--- src/rtl/vga_sync_gen.sv ---
// 640x480@60Hz VGA timing generator: pixel-rate enable, pixel/line counters,
// registered zero-skew sync outputs, visible-area decode and frame-start pulse.
module vga_sync_gen #(
    parameter int CLK_DIV   = 4,
    parameter int H_DISPLAY = 640,
    parameter int H_FRONT   = 16,
    parameter int H_SYNC    = 96,
    parameter int H_BACK    = 48,
    parameter int V_DISPLAY = 480,
    parameter int V_FRONT   = 10,
    parameter int V_SYNC    = 2,
    parameter int V_BACK    = 33
) (
    input  logic       clk,
    input  logic       rst_n,
    output logic       p_tick,
    output logic [9:0] x,
    output logic [9:0] y,
    output logic       display_true,
    output logic       hsync,
    output logic       vsync,
    output logic       frame_start
);

    localparam int H_TOTAL = H_DISPLAY + H_FRONT + H_SYNC + H_BACK;
    localparam int V_TOTAL = V_DISPLAY + V_FRONT + V_SYNC + V_BACK;
    localparam int DIV_W   = (CLK_DIV > 1) ? $clog2(CLK_DIV) : 1;

    localparam logic [DIV_W-1:0] DIV_LAST = DIV_W'(CLK_DIV - 1);
    localparam logic [9:0]       H_LAST   = 10'(H_TOTAL - 1);
    localparam logic [9:0]       V_LAST   = 10'(V_TOTAL - 1);

    // Thresholds are 11 bits so a sync pulse ending exactly at 1024 still compares correctly.
    localparam logic [10:0] H_VIS    = 11'(H_DISPLAY);
    localparam logic [10:0] V_VIS    = 11'(V_DISPLAY);
    localparam logic [10:0] HS_START = 11'(H_DISPLAY + H_FRONT);
    localparam logic [10:0] HS_END   = 11'(H_DISPLAY + H_FRONT + H_SYNC);
    localparam logic [10:0] VS_START = 11'(V_DISPLAY + V_FRONT);
    localparam logic [10:0] VS_END   = 11'(V_DISPLAY + V_FRONT + V_SYNC);

    if (CLK_DIV < 2) begin : g_bad_div
        $error("vga_sync_gen: CLK_DIV must be >= 2");
    end
    if (H_TOTAL > 1024 || V_TOTAL > 1024) begin : g_bad_total
        $error("vga_sync_gen: H/V totals must fit 10-bit counters");
    end

    logic [DIV_W-1:0] div_q, div_d;
    logic             p_tick_q, p_tick_d;
    logic [9:0]       x_q, x_d;
    logic [9:0]       y_q, y_d;
    logic             hsync_q, hsync_d;
    logic             vsync_q, vsync_d;
    logic             frame_start_q, frame_start_d;

    always_comb begin
        div_d         = (div_q == DIV_LAST) ? '0 : div_q + 1'b1;
        p_tick_d      = (div_q == DIV_LAST);
        x_d           = x_q;
        y_d           = y_q;
        frame_start_d = 1'b0;
        if (p_tick_q) begin
            if (x_q == H_LAST) begin
                x_d = '0;
                if (y_q == V_LAST) begin
                    y_d           = '0;
                    frame_start_d = 1'b1;
                end else begin
                    y_d = y_q + 10'd1;
                end
            end else begin
                x_d = x_q + 10'd1;
            end
        end
        // Syncs decode the next-state counters so they toggle on the same edge as x/y.
        hsync_d = !(({1'b0, x_d} >= HS_START) && ({1'b0, x_d} < HS_END));
        vsync_d = !(({1'b0, y_d} >= VS_START) && ({1'b0, y_d} < VS_END));
    end

    // NOTE: state registers use non-blocking assignments only; every flop has an
    // explicit reset value so the outputs are defined the instant rst_n falls.
    always_ff @(posedge clk or negedge rst_n) begin
        if (!rst_n) begin
            div_q         <= '0;
            p_tick_q      <= 1'b0;
            x_q           <= '0;
            y_q           <= '0;
            hsync_q       <= 1'b1;
            vsync_q       <= 1'b1;
            frame_start_q <= 1'b0;
        end else begin
            div_q         <= div_d;
            p_tick_q      <= p_tick_d;
            x_q           <= x_d;
            y_q           <= y_d;
            hsync_q       <= hsync_d;
            vsync_q       <= vsync_d;
            frame_start_q <= frame_start_d;
        end
    end

    assign p_tick       = p_tick_q;
    assign x            = x_q;
    assign y            = y_q;
    assign hsync        = hsync_q;
    assign vsync        = vsync_q;
    assign frame_start  = frame_start_q;
    assign display_true = ({1'b0, x_q} < H_VIS) && ({1'b0, y_q} < V_VIS);

endmodule

--- config.mk ---
export PLATFORM = sky130hd
export DESIGN_NAME = vga_sync_gen
export DESIGN_NICKNAME = d
export VERILOG_FILES = /design/src/rtl/vga_sync_gen.sv
export SDC_FILE = /design/constraint.sdc
export NUM_CORES = 1
export LEC_CHECK = 0
export CAP_MARGIN = 25
export CORE_ASPECT_RATIO = 1.5
export CORE_MARGIN = 5
export CORE_UTILIZATION = 61
export DETAILED_ROUTE_END_ITERATION = 10
export DONT_BUFFER_PORTS = 1
export PLACE_DENSITY_LB_ADDON = 0.08
export REMOVE_ABC_BUFFERS = 1
export SLEW_MARGIN = 0
export SYNTH_ARGS = -nofsm -noshare
export SYNTH_HDL_FRONTEND = slang
export SYNTH_SLANG_ARGS = --single-unit
--- constraint.sdc ---
create_clock -name clk -period 2.75 [get_ports clk]
set_input_delay 0.55 -clock clk [delete_from_list [all_inputs] [get_ports clk]]
set_output_delay 0.55 -clock clk [all_outputs]
set_load 0.02 [all_outputs]
==> results of run 1 <==
[logic make-up after synthesis]
| family | after synthesis | share of synthesized area |
|---|---|---|
| DFF | 26 | 0.469 |
| and+or+nand+nor | 59 | 0.237 |
| adders and majority gates | 4 | 0.0360 |
| buffers and inverters | 10 | 0.0315 |
| muxes | 7 | 0.0567 |
| AOI/OAI and AO/OA | 22 | 0.106 |
| xor gates and xnor gates | 10 | 0.0630 |
[cells in the mapped netlist]
library cell | instances | area share
a2111oi_0 | 1 | 0.0063
a211o_1 | 1 | 0.0063
a221oi_1 | 1 | 0.0063
a22o_1 | 1 | 0.0063
a22oi_1 | 2 | 0.011
a31o_2 | 1 | 0.0063
and2_1 | 2 | 0.0090
and3_1 | 3 | 0.013
and3b_1 | 2 | 0.013
and4_1 | 1 | 0.0063
buf_2 | 2 | 0.0072
buf_4 | 1 | 0.0054
clkbuf_1 | 2 | 0.0054
dfrtp_1 | 24 | 0.43
dfstp_2 | 2 | 0.038
ha_1 | 4 | 0.036
inv_1 | 5 | 0.013
mux2_2 | 3 | 0.024
mux2_4 | 1 | 0.011
mux2i_1 | 3 | 0.022
nand2_1 | 16 | 0.043
nand3_1 | 3 | 0.011
nand3_2 | 1 | 0.0072
nand4_1 | 7 | 0.031
nand4b_1 | 2 | 0.013
nand4bb_1 | 1 | 0.0081
nor2_1 | 9 | 0.024
nor3_1 | 4 | 0.014
nor3b_1 | 1 | 0.0054
nor4_1 | 2 | 0.0090
nor4bb_1 | 1 | 0.0072
o211ai_1 | 1 | 0.0054
o21a_1 | 3 | 0.016
o21ai_0 | 10 | 0.036
o311ai_0 | 1 | 0.0063
or2_2 | 1 | 0.0045
or3_1 | 1 | 0.0045
or4_1 | 1 | 0.0054
or4_4 | 1 | 0.0081
xnor2_1 | 7 | 0.044
xor2_1 | 3 | 0.019
[routing by layer]
metal  global-route usage  part of all wire  wire length [um]
met5                    0                 0                 0
met4               0.0774            0.0071                21
met3               0.0430             0.062               184
met2                0.364              0.54              1580
met1                0.218              0.39              1160
[worst paths after layout]
| kind | endpoint | slack [ps] | from | cells past startpoint |
|---|---|---|---|---|
| max | vsync$_DFF_PN1_ | 300 | x[1]$_DFF_PN0_ | 6 |
| min | hsync$_DFF_PN1_ | 50 | rst_n | 0 |
| max reg2reg | vsync$_DFF_PN1_ | 300 | x[1]$_DFF_PN0_ | 6 |
| min reg2reg | div_q[0]$_DFF_PN0_ | 430 | div_q[0]$_DFF_PN0_ | 1 |
| max in group asynchronous | x[3]$_DFF_PN0_ | 1710 | rst_n | 2 |
| min in group clk | div_q[0]$_DFF_PN0_ | 430 | div_q[0]$_DFF_PN0_ | 1 |
[power by group through the flow]
stage | clock [uW] | combinational, uW | sequential (uW)
2_1_floorplan | 0 | 0.000236 | 390
3_3_place_gp | 0 | 0.000262 | 390
3_5_place_dp | 0 | 0.000262 | 390
4_1_cts | 195 | 7.98 | 383
5_1_grt | 218 | 14.1 | 383
6_report | 190 | 12.4 | 382
[cell type report]
cell class              count  area, um2
inverters                   5       18.8
fillers                   186        694
well taps                  23       28.8
clock buffers               4       36.3
multi-input cells         102        701
repair buffers              7       75.1
flip-flops and latches     26        653
[critical path, cell delays in order, from the launching register on]
cell and delay, ps:
dfrtp_1 520, ha_1 280, nand3_2 120, or4_4 560
or4_1 540, mux2_4 320, nand4_1 70
[per-stage QoR]
stage | cell area (um2) | util | instances | setup slack [ps] | power [uW]
6_report | 1510 | 0.685 | 167 | 297 | 585
5_1_grt | 1510 | 0.685 | 167 | 162 | 615
4_1_cts | 1490 | 0.673 | 166 | 287 | 586
3_5_place_dp | 1440 | 0.652 | 161 | 315 | 390
3_3_place_gp | 1440 | 0.652 | 161 | 353 | 390
2_1_floorplan | 1370 | - | 133 | -514 | 390
[registers in the layout, summed over array words and instances (netlist names)]
| register | count |
|---|---|
| y | 10 |
| frame_start | 1 |
| x | 10 |
| vsync | 1 |
| div_q | 2 |
| hsync | 1 |
| p_tick | 1 |
==> results.md, run 1 <==
- Endpoint class of the critical path: flip-flop
- LEAKAGE: 0.000642 uW
- Die H: 68.5 um
- Yosys cell types: 41
- Most frequent cells in the layout: dfrtp_1, nand2_1, o21ai_0, nor2_1
- TritonCTS Buffers: 3
- Period utilization: 0.892
- Post-Syn Area: 0.00139 mm2
- Chip Width: 49.0 um
- Antenna diodes: 0
- Most common cell after layout, fill and taps aside: dfrtp_1
- Sw Ratio: 0.199
- # H-tree levels: 1
- Placer Congestion: 0.853
- Worst vdd ir: 0.000284 V
- Initial Util: 0.630
- Clock slew at the register clock pins of the worst setup and hold paths: 130 ps
- WHS: 48.9 ps
- # hold bufs at CTS: 1
- Mean Syn Cell Area: 10.1 um2
- Required time worst endpoint: 3020 ps
- Largest net degree at the start of global routing: 25
- Setup Total Neg Slack: 0 ps
- TritonCTS clock tree: yes
- Global route overflow: 0
- Seq pwr share: 0.654
- Number of max-cap violations: 0
- Antenna-violating nets left: 0
- Via count: 1078
- Gr usage total: 0.196
- Die area: 0.00336 mm2
- DR vias/cell: 6.46
- Ratio of cells with drive above 1 in the final layout: 0.146
- # clock sinks: 26
- Worst slew pin tran: 653 ps
- Fmax: 0.408 GHz
- Worst Path Max Fanout: 4
- Pwr Density: 387 mW/mm2
- Number of warnings issued by yosys: 0
- Post-CTS Resized: 0
- Synth-to-Final Area Change: 8.72%
- Count of final hold-check violations: 0
- Cells after synthesis: 138
- Core footprint: 0.00221 mm2
- Clock Skews: 3.55 ps
- IO buf count: 0
- Register area share after synthesis: 0.469
- DRC: 0
- Rows: 21
- Net count, final: 151
- Postcts setup bufs: 0
- Arr. time, crit path: 2720 ps
- Wirelength per Cell: 17.6 um
- Critical path class: reg2reg
- Int Power: 468 uW
- Hold Crit Class: in2async
- RSZ-0062 raised after global routing: false
- CTS root buffer: clkbuf_4
- CTS Buffer Depth: 2
- Status: finished, final reports clean
- Sw Pwr: 116 uW
- Gate power share: 0.021
- #FFs+latches synth: 26
- Drt initial violations: 24
- Clock share of power: 0.325
- Slew Limit Fails: 0
- Crit start category: flip-flop
- Post-layout min period: 2450 ps
- Dpl hpwl: 2.08 mm
- Number of global-route vias before repair: 1117
- Drt pass-1 iters: 5
- First-pass GRT wire length: 5.12 mm
- Final Setup Violations: 0
- Antenna violations before repair: 0
- Detailed Route WL: 2.95 mm
- Max_slew headroom: 0.561
- Clk_lat worst skew: 320 ps
- # IOs: 27
(Power assumes the default switching activity.)
==> run 2, diff against run 1 <==
- MAX_ROUTING_LAYER: unset -> met4
- PLACE_DENSITY_LB_ADDON: 0.08 -> 0.05
==> run 2 against run 1 <==
Net effect:
- flip-flop and latch count unchanged
- via count up 0.37%
- total power down 4.8%
- routed wire length down 0.54%
- die area unchanged
- clock skew up 1.1 ps
- utilization down 0.34 points
- critical path depth unchanged
==> results.md, run 2 (synthesis results as in run 1) <==
- Max_slew headroom: 0.565
- Hold Crit Class: in2async
- Number of global-route vias before repair: 1085
- Clock slew at the register clock pins of the worst setup and hold paths: 140 ps
- Die H: 68.5 um
- Drt pass-1 iters: 4
- Arr. time, crit path: 2730 ps
- Ratio of cells with drive above 1 in the final layout: 0.151
- DRC: 0
- IO buf count: 0
- Endpoint class of the critical path: flip-flop
- Wirelength per Cell: 17.3 um
- Clock Skews: 4.64 ps
- Antenna violations before repair: 0
- Worst vdd ir: 0.000319 V
- Rows: 21
- Via count: 1082
- Fmax: 0.406 GHz
- Core footprint: 0.00221 mm2
- Period utilization: 0.896
- Layout Utilization: 0.682
- Slowest CP cell: or4_4
- Antenna diodes: 0
- Antenna-violating nets left: 0
- Number of max-cap violations: 0
- Most frequent cells in the layout: dfrtp_1, nand2_1, o21ai_0, nor2_1
- Die area: 0.00336 mm2
- RSZ-0062 raised after global routing: false
- # clock sinks: 26
- Post-route total power: 557 uW
- Pwr Density: 370 mW/mm2
- Synth-to-Final Area Change: 8.18%
- DR vias/cell: 6.40
- # hold bufs at CTS: 1
- Post-CTS Resized: 0
- Dpl hpwl: 2.08 mm
- Post-route cell area: 0.00151 mm2
- Final worst setup slack: 286 ps
- Detailed Route WL: 2.93 mm
- Clk_lat worst skew: 310 ps
- Post-layout min period: 2460 ps
- Most common cell after layout, fill and taps aside: dfrtp_1
- Dpl cell area: 0.00145 mm2
- Worst slew pin tran: 648 ps
- # IOs: 27
- Gr usage total: 0.194
- Crit start category: flip-flop
- CP Cell Sequence: ha_1 > nand3_2 > or4_4 > or4_1 > mux2_4 > nand4_1
- LEAKAGE: 0.000640 uW
- Postcts setup bufs: 0
- Net count, final: 153
- Required time worst endpoint: 3010 ps
- Critical path class: reg2reg
- Worst Path Max Fanout: 4
- Pre-CTS WS: 315 ps
- First-pass GRT wire length: 4.93 mm
- Initial Util: 0.630
- Final Setup Violations: 0
- Status: finished, final reports clean
- TritonCTS clock tree: yes
- Count of final hold-check violations: 0
- # H-tree levels: 1
- CTS Buffer Depth: 2
- Chip Width: 49.0 um
- TritonCTS Buffers: 3
- Placer Congestion: 0.850
- Drt initial violations: 24
- Global route overflow: 0
- Largest net degree at the start of global routing: 25
- CTS root buffer: clkbuf_4
- Slowest stage delay, CP: 540 ps
- Slew Limit Fails: 0
## run 2: cell types whose count changed in the layout (fill, tap and decap cells not counted)
cell / delta
clkbuf_1: +1
buf_16: -1
clkbuf_8: -1
buf_8: +1
buf_4: +2
## run 2: critical path: cells and delay by family (launching register included)
kind                       cells  cell delay (ps)
adders and majority gates      1              290
muxes                          1              320
and+or+nand+nor                4             1270
DFF                            1              530
## run 2: worst paths after layout
kind,slack [ps],depth (start not counted),to,startpoint
worst max-delay path,290,6,vsync$_DFF_PN1_,x[1]$_DFF_PN0_
worst min-delay path,50,0,hsync$_DFF_PN1_,rst_n
worst max register to register,290,6,vsync$_DFF_PN1_,x[1]$_DFF_PN0_
worst min register to register,440,1,div_q[0]$_DFF_PN0_,div_q[0]$_DFF_PN0_
max in group asynchronous,1690,2,x[4]$_DFF_PN0_,rst_n
min in group clk,440,1,div_q[0]$_DFF_PN0_,div_q[0]$_DFF_PN0_
## run 2: where the power goes
part	switching, uW	internal (uW)
clock network	108	56.6
logic	6.98	2.92
registers	0	382
## run 2: metrics by stage
stage | hold WS (ps) | std cells | setup TNS [ps]
floorplan | 254 | 133 | -3290
global placement | 255 | 163 | 0
detailed placement | 255 | 163 | 0
CTS | 51.1 | 168 | 0
global route | 17.3 | 169 | 0
finish | 53.7 | 169 | 0
## run 2: area by class of cell
| class | count | area (um2) |
|---|---|---|
| Multi-Input combinational cell | 102 | 701 |
| Tap cell | 23 | 28.8 |
| Inverter | 5 | 18.8 |
| Clock buffer | 4 | 26.3 |
| Sequential cell | 26 | 653 |
| Fill cell | 188 | 702 |
| Timing Repair Buffer | 9 | 77.6 |
## run 2: per-layer routing
layer	vias up	GRT usage	wire length, um
li1	517	-	-
met1	520	0.213	1090
met2	41	0.343	1610
met3	4	0.0366	184
met4	0	0.0875	39
met5	-	-	0
